==> config.mk <==
export PLATFORM = sky130hd
export DESIGN_NAME = led_scan_decoder
export DESIGN_NICKNAME = d
export VERILOG_FILES = /design/src/rtl/led_scan_decoder.sv
export SDC_FILE = /design/constraint.sdc
export NUM_CORES = 1
export LEC_CHECK = 0
export CAP_MARGIN = 20
export CORE_MARGIN = 2
export CORE_UTILIZATION = 40
export CTS_CLUSTER_DIAMETER = 40
export DETAILED_ROUTE_END_ITERATION = 12
export GPL_ROUTABILITY_DRIVEN = 0
export PLACE_DENSITY = 0.64
export SLEW_MARGIN = 20
export SYNTH_ARGS = -nofsm -noshare
export SYNTH_HDL_FRONTEND = slang
export SYNTH_SLANG_ARGS = --single-unit
==> constraint.sdc <==
create_clock -name clk -period 7.5 [get_ports clk]
set_input_delay 1.125 -clock clk [delete_from_list [all_inputs] [get_ports clk]]
set_output_delay 1.125 -clock clk [all_outputs]
set_load 0.005 [all_outputs]
==> src/rtl/led_scan_decoder.sv <==
// led_scan_decoder: reads back the bouncing-LED bus, tracks the lit position and
// direction, reports lock (all-ones) and flags steps that break the bounce sequence.
// Optional feature macro: LED_DEC_BOUNCE_STATS_EN enables the reversal counter
// (bounce_cnt); when undefined bounce_cnt is tied to zero.
module led_scan_decoder #(
    parameter int WIDTH   = 10,
    parameter int MAX_POS = 7,
    parameter int ERR_CW  = 8
) (
    input  logic              clk,
    input  logic              rst_n,
    input  logic [WIDTH-1:0]  led_in,
    input  logic              sample_en,
    output logic [3:0]        pos,
    output logic              dir,
    output logic              trk_valid,
    output logic              locked,
    output logic              err_pulse,
    output logic [1:0]        err_code,
    output logic [ERR_CW-1:0] err_count,
    output logic [15:0]       bounce_cnt
);

    localparam int         CW    = $clog2(WIDTH + 1);
    localparam logic [3:0] MAX_P = 4'(MAX_POS);

    localparam logic [1:0] E_NONE    = 2'd0;
    localparam logic [1:0] E_ILLEGAL = 2'd1;
    localparam logic [1:0] E_SEQ     = 2'd2;
    localparam logic [1:0] E_STALL   = 2'd3;

    typedef enum logic [1:0] {SYNC, ACQ, TRACK, LOCK} state_t;

    state_t            state, state_n;
    logic [3:0]        anchor, anchor_n;
    logic [3:0]        pos_n;
    logic              dir_n;
    logic              err_pulse_n;
    logic [1:0]        err_code_n;
    logic [ERR_CW-1:0] err_count_n;

    logic [CW-1:0]     ones;
    logic [3:0]        idx;
    logic              all_one;
    logic              one_hot;
    logic [3:0]        exp_pos;
    logic              exp_dir;
    logic              err_hit;
    logic [1:0]        err_kind;

    // Classify the bus: count set bits and remember the index of the (last) set bit.
    always_comb begin
        ones = '0;
        idx  = 4'd0;
        for (int i = 0; i < WIDTH; i++) begin
            if (led_in[i]) begin
                ones = ones + CW'(1);
                idx  = 4'(i);
            end
        end
    end

    assign all_one = &led_in;
    assign one_hot = (ones == CW'(1)) && (idx <= MAX_P);

    // Next position of the bounce from the current (pos, dir); the turnaround
    // step already carries the new direction.
    always_comb begin
        exp_pos = pos;
        exp_dir = dir;
        if (!dir) begin
            if (pos < MAX_P) begin
                exp_pos = pos + 4'd1;
                exp_dir = 1'b0;
            end else begin
                exp_pos = MAX_P - 4'd1;
                exp_dir = 1'b1;
            end
        end else begin
            if (pos > 4'd0) begin
                exp_pos = pos - 4'd1;
                exp_dir = 1'b1;
            end else begin
                exp_pos = 4'd1;
                exp_dir = 1'b0;
            end
        end
    end

    // Next-state and next-output logic; everything holds unless strobed,
    // except err_pulse which drops back to zero.
    always_comb begin
        state_n     = state;
        anchor_n    = anchor;
        pos_n       = pos;
        dir_n       = dir;
        err_pulse_n = 1'b0;
        err_code_n  = err_code;
        err_count_n = err_count;
        err_hit     = 1'b0;
        err_kind    = E_NONE;
        if (sample_en) begin
            if (all_one) begin
                state_n = LOCK;
            end else begin
                unique case (state)
                    SYNC: begin
                        if (one_hot) begin
                            anchor_n = idx;
                            state_n  = ACQ;
                        end
                    end
                    ACQ: begin
                        // Two adjacent one-hot samples establish position and direction.
                        if (!one_hot) begin
                            state_n = SYNC;
                        end else if (idx == anchor + 4'd1) begin
                            pos_n   = idx;
                            dir_n   = 1'b0;
                            state_n = TRACK;
                        end else if (anchor != 4'd0 && idx == anchor - 4'd1) begin
                            pos_n   = idx;
                            dir_n   = 1'b1;
                            state_n = TRACK;
                        end else begin
                            anchor_n = idx;
                        end
                    end
                    TRACK: begin
                        if (!one_hot) begin
                            err_hit  = 1'b1;
                            err_kind = E_ILLEGAL;
                        end else if (idx == exp_pos) begin
                            pos_n = idx;
                            dir_n = exp_dir;
                        end else if (idx == pos) begin
                            err_hit  = 1'b1;
                            err_kind = E_STALL;
                        end else begin
                            err_hit  = 1'b1;
                            err_kind = E_SEQ;
                        end
                    end
                    LOCK: begin
                        // Leaving lock produces transitional patterns; never an error.
                        state_n = SYNC;
                    end
                    default: state_n = SYNC;
                endcase
            end
            if (err_hit) begin
                err_pulse_n = 1'b1;
                err_code_n  = err_kind;
                if (err_count != '1)
                    err_count_n = err_count + ERR_CW'(1);
                state_n = SYNC;
            end
        end
    end

    // State and output registers with synchronous active-low reset.
    always_ff @(posedge clk) begin
        if (!rst_n) begin
            state     <= SYNC;
            anchor    <= 4'd0;
            pos       <= 4'd0;
            dir       <= 1'b0;
            err_pulse <= 1'b0;
            err_code  <= E_NONE;
            err_count <= '0;
        end else begin
            state     <= state_n;
            anchor    <= anchor_n;
            pos       <= pos_n;
            dir       <= dir_n;
            err_pulse <= err_pulse_n;
            err_code  <= err_code_n;
            err_count <= err_count_n;
        end
    end

    assign trk_valid = (state == TRACK);
    assign locked    = (state == LOCK);

`ifdef LED_DEC_BOUNCE_STATS_EN
    logic bounce_step;

    // A reversal is the legal tracked step from the top position back down.
    assign bounce_step = sample_en && (state == TRACK) && one_hot && !dir &&
                         (pos == MAX_P) && (idx == MAX_P - 4'd1);

    // Reversal counter, wraps naturally at 16 bits.
    always_ff @(posedge clk) begin
        if (!rst_n)
            bounce_cnt <= 16'd0;
        else if (bounce_step)
            bounce_cnt <= bounce_cnt + 16'd1;
    end
`else
    assign bounce_cnt = 16'd0;
`endif

endmodule

After elaboration in Yosys (flattened, before gate mapping). Index checks and enable logic that the tools add are counted.

Register bits after elaboration: 22.

Add/sub/neg operators: 14. Order comparisons: 3. Eq/ne operators: 18. Multiplexer cells: 60. Bitwise logic cells: 1. Reductions and logical operators: 14.

Operator list (count): $mux W4 (29); $add A4 B1 Y4 const B (11); $mux W2 (10); $mux W1 (17); $eq A4 B4 Y1 (4); $pmux W4 S2 (2); $reduce_and A7 Y1 (2); $reduce_and A10 Y1 (1); $add A8 B1 Y8 const B (1); $ne A2 B2 Y1 const B (4); $ne A8 B8 Y1 const B (1); $sub A4 B1 Y4 const B (2); $ne A6 B6 Y1 const B (1); $pmux W2 S3 (1); $reduce_bool A5 Y1 (1); $eq A2 B2 Y1 const B (2); $eq A4 B1 Y1 const B (1); $gt A4 B1 Y1 const B (1); $le A4 B3 Y1 const B (1); $lt A4 B3 Y1 const B (1); $ne A2 B1 Y1 const B (2); $ne A4 B4 Y1 const B (1); $reduce_and A2 Y1 (2); $reduce_and A4 Y1 (1); other kinds (9) (11).

Longest topological paths before layout.
Word-level depth: 27. Mapped depth: 24.

Worst setup path after synthesis. Ideal clock, no wire load.

Path type: input to register. From: input led_in[0]. To: register state[1]. Library setup time: 0.119 ns. Arrival: 5.174 ns. Required time: 7.381 ns. Setup slack: 2.207 ns. Stages on the path: 24. Cells stage by stage: inv_1 > ha_1 > xnor2_1 > inv_1 > ha_1 > nand2_1 > o31ai_1 > ha_1 > inv_1 > a21oi_1 > ha_1 > and2_1 > o32a_1 > ha_1 > mux2_2 > ha_1 > nand2_1 > xor2_1 > xnor2_1 > o211a_4 > nand2_1 > nor3b_2 > nor4b_2 > o221a_1.

Cells in the longest elaborated chain, start to end: 27.

Ends and longest elaborated chain: start: declaration (line 12) `input logic [WIDTH-1:0] led_in,`; $mux W1 (line 56) `if (led_in[i]) begin`; $add A4 B1 Y4 (line 57) `ones = ones + CW'(1);`; $mux W4 (line 56); $add A4 B1 Y4 (line 57); $mux W4 (line 56); $add A4 B1 Y4 (line 57); $mux W4 (line 56); $add A4 B1 Y4 (line 57); (+11 left out); $eq A4 B1 Y1 (line 64) `assign one_hot = (ones == CW'(1)) && (idx <= MAX_P);`; $logic_and A1 B1 Y1 (line 64); $mux W1 (line 130) `if (!one_hot) begin`; $mux W1 (line 106) `unique case (state)`; $mux W1 (line 103) `if (all_one) begin`; $mux W1 (line 102) `if (sample_en) begin`; $ne A6 B6 Y1 (no line) (tied with other cells); $reduce_and A4 Y1 (no line); end signal: assignment (line 172) `state <= state_n;`; end: declaration (line 34) `state_t state, state_n;`.

Several ways; a longest one is shown, not always the timed one. The select of a mux whose other input is x is not followed. A chain may end at the register's enable or synchronous reset.

Final worst setup path.
From: input led_in[1]. To: register state[1].

Cells in the longest elaborated chain, start to end: 25.

Ends and longest elaborated chain (line): $mux W4 (56); $add A4 B1 Y4 (57); $mux W4 (56); $add A4 B1 Y4 (57); $mux W4 (56); $add A4 B1 Y4 (57); $mux W4 (56); $add A4 B1 Y4 (57); (+9 left out); $eq A4 B1 Y1 (64); $logic_and A1 B1 Y1 (64); $mux W1 (130); $mux W1 (106); $mux W1 (103); $mux W1 (102); $ne A6 B6 Y1 (no line) (tied with other cells); $reduce_and A4 Y1 (no line).

Several ways; a longest one is shown, not always the timed one. The select of a mux whose other input is x is not followed.

==> flow_summary.yaml <==
layout:
  drive_gt1_frac: 0.07792
  multi_input_area_sq_mm: 0.001668
  num_antenna_cells: 0
  regArea_sq_um: 440.4
  fillers: 574
  stdcell_count: 380
  syn_to_final_growth_pct: 14.06
  finish.net_count: 335
worst_setup_path:
  crit_path_start_kind: "primary input"
  crit_slowest_cell: "clkdlybuf4s50_1"
  cp.required_ns: 7.66
  end_kind: "register"
  worst-path-max-fanout: 5
  critPathMaxStageDelay_ns: 0.50
  worstPathArrival_ns: 6.04
  critPathKind: "in -> reg"
  timing.critical_path.mode_cell: "ha_1"
timing:
  rsz0062_at_grt: "false"
  finalHoldViolCount: 0
  skew_ns: 0.004374
  timing.fmax_mhz: 170.2
  slew_viol_final: 0
  post-route-period-util: 0.7834
  worst_pin_slew_ns: 0.7354
  holdWs_ns: 0.5114
  setup_viol: 0
  relSlewSlack: 0.5082
  timing.setup.tns_ns: 0
  finalCriticalPeriod_ns: 5.876
synth:
  synth.avg_cell_area_sq_um: 8.002
  ys_seq_elements: 22
  async_flop_share: 0
  synth-edff-count: 0
  ys_seq_area_frac: 0.1911
  synth_top_area_frac: 0.1911
  ys_warn_count: 0
  synthTopCellsByCount: "nor2_1 (23), dfxtp_1 (22), inv_1 (20)"
  synth.area.top_cells: "dfxtp_1 (19%), ha_1 (7.1%), xnor2_1 (6.5%)"
  ys_types: 70
  yosysTopAreaCell: "dfxtp_1"
  synth.most_common_cell: "nor2_1"
  syn_area_sq_mm: 0.002305
  dominantRegCellSynth: "dfxtp_1"
  synthCells: 288
global_route:
  grt.busiest_layer: "met2"
  antenna_found_initial: 0
  gr-total-overflow: 0
  met2_usage: 0.2700
  first_global_vias: 1861
  grt.met3_usage: 0.01584
  grtUsageTotal: 0.1601
  use_met1: 0.2189
  grt_first_pass_wirelength_mm: 8.507
  grt_max_degree: 24
die:
  dieArea_sq_mm: 0.006385
  io_pins: 47
  initial_core_util: 0.4160
  fp.coreArea_sq_mm: 0.005540
  die_w_microns: 79.91
  rows: 27
  die-height_microns: 79.91
pwr:
  total_power_mw: 0.3576
  switching_share: 0.3464
  leakagePower_nw: 1.001
  pwr-share-clk: 0.244
  p_comb_frac: 0.406
  p_sw_mw: 0.1238
  intPower_mw: 0.2337
  seqPwrFrac: 0.351
  p_per_area_mw_per_mm2: 136.0
  ir_drop_uv: 81.86
placed_design:
  placed_cells: 376
  dp_hpwl_mm: 3.758
  io_buffers: 30
detailed_routing:
  postRouteAntennaNets: 0
  drcViolationCount: 0
  drtIter0Drc: 66
  via_per_inst: 5.268
  detail_route.wl_per_cell_microns: 12.84
  firstDrtPassIters: 5
  wl_mm: 4.878
  num_vias: 2002
clock_network:
  clock_latency_ns: 0.26
  clk_pin_slew_ns: 0.08
  cts_setup_buffers: 0
  clk_path_buf_depth: 2
  cts_tree: "done"
  cts_resized: 0
  clock_sinks: 22
  cts_max_level: 1
  numCtsBuffers: 3
  cts_root_buffer: "clkbuf_8"
  ctsHoldBuffers: 0
min_path:
  worstHoldPathType: "reg -> reg"
outcome:
  status: "completed"
flow_run:
  cap_violations: 0
-- power groups by stage --
stage / logic [mW] / clock network (mW) / registers [mW]
2_1_floorplan: 0.120 / 0 / 0.127
3_3_place_gp: 0.142 / 0 / 0.128
3_5_place_dp: 0.145 / 0 / 0.128
4_1_cts: 0.146 / 0.0879 / 0.125
5_1_grt: 0.165 / 0.0928 / 0.126
6_report: 0.145 / 0.0872 / 0.125
-- critical path: cells and delay by family --
kind                       cells  cell delay [ns]
adders and majority gates      6             1.68
buffers and inverters          4             0.71
AOI/OAI and AO/OA              5             0.87
xor gates and xnor gates       3             0.57
and+or+nand+nor                6             0.80
muxes                          1             0.27
-- per-stage QoR --
step	area, sq um	setup slack, ns	util
2_1_floorplan	2361	2.207	-
3_3_place_gp	2574	1.464	0.4645
3_5_place_dp	2574	1.315	0.4645
4_1_cts	2629	1.607	0.4745
5_1_grt	2629	1.199	0.4745
6_report	2629	1.624	0.4745
-- kinds of logic (layout without fill, tap and decap cells) --
family	Yosys count	count (layout)	share of synthesized area
muxes	9	9	0.04072
DFF	22	22	0.1911
other	1	16	0.001627
AOI/OAI and AO/OA	60	60	0.2047
xor gates and xnor gates	25	25	0.1140
adders and majority gates	13	13	0.07058
and+or+nand+nor	109	109	0.2676
buffers and inverters	49	54	0.1097
-- cell usage in the layout, fill, tap and decap left out, types with 3 or more instances in the layout --
cell	count
ha_1	13
nand2_1	19
dfxtp_1	22
o21ai_1	3
nor3_1	9
nand2b_1	5
and2_1	6
a21oi_1	12
nand4_1	4
o21ai_0	8
xor2_1	4
inv_1	20
clkbuf_8	4
mux2i_1	6
xnor2_1	17
nand3_1	15
o31ai_1	6
conb_1	16
nor2_1	23
nor2b_1	4
clkdlybuf4s50_1	30
and3_1	3
-- final timing paths --
| path | from | endpoint | slack, ns | depth (start not counted) |
|---|---|---|---|---|
| worst max-delay path | led_in[1] | state[1] | 1.62 | 25 |
| worst min-delay path | err_count[5] | err_count[5] | 0.51 | 2 |
| worst max register to register | pos[0] | err_count[7] | 4.56 | 10 |
| worst min register to register | err_count[5] | err_count[5] | 0.51 | 2 |
-- flip-flops by register name, indices dropped and copies added, names as in the netlist --
signal / cells
err_code: 2
pos: 4
err_count: 8
anchor: 4
err_pulse: 1
dir: 1
state: 2
-- final cells by class --
class,count,share of cell area
inverter,20,0.02856
clock buffer,4,0.02094
timing repair buffer,30,0.1142
multi-input combinational,232,0.6345
sequential,22,0.1675
tap,72,0.03427
-- routing by layer --
metal | vias to the layer above | wire length (microns)
met5 | - | 0
met4 | 0 | 57
met3 | 6 | 124
met2 | 31 | 2371
met1 | 932 | 2326
li1 | 1033 | -
No activity file was read; power rests on OpenSTA's default activity.
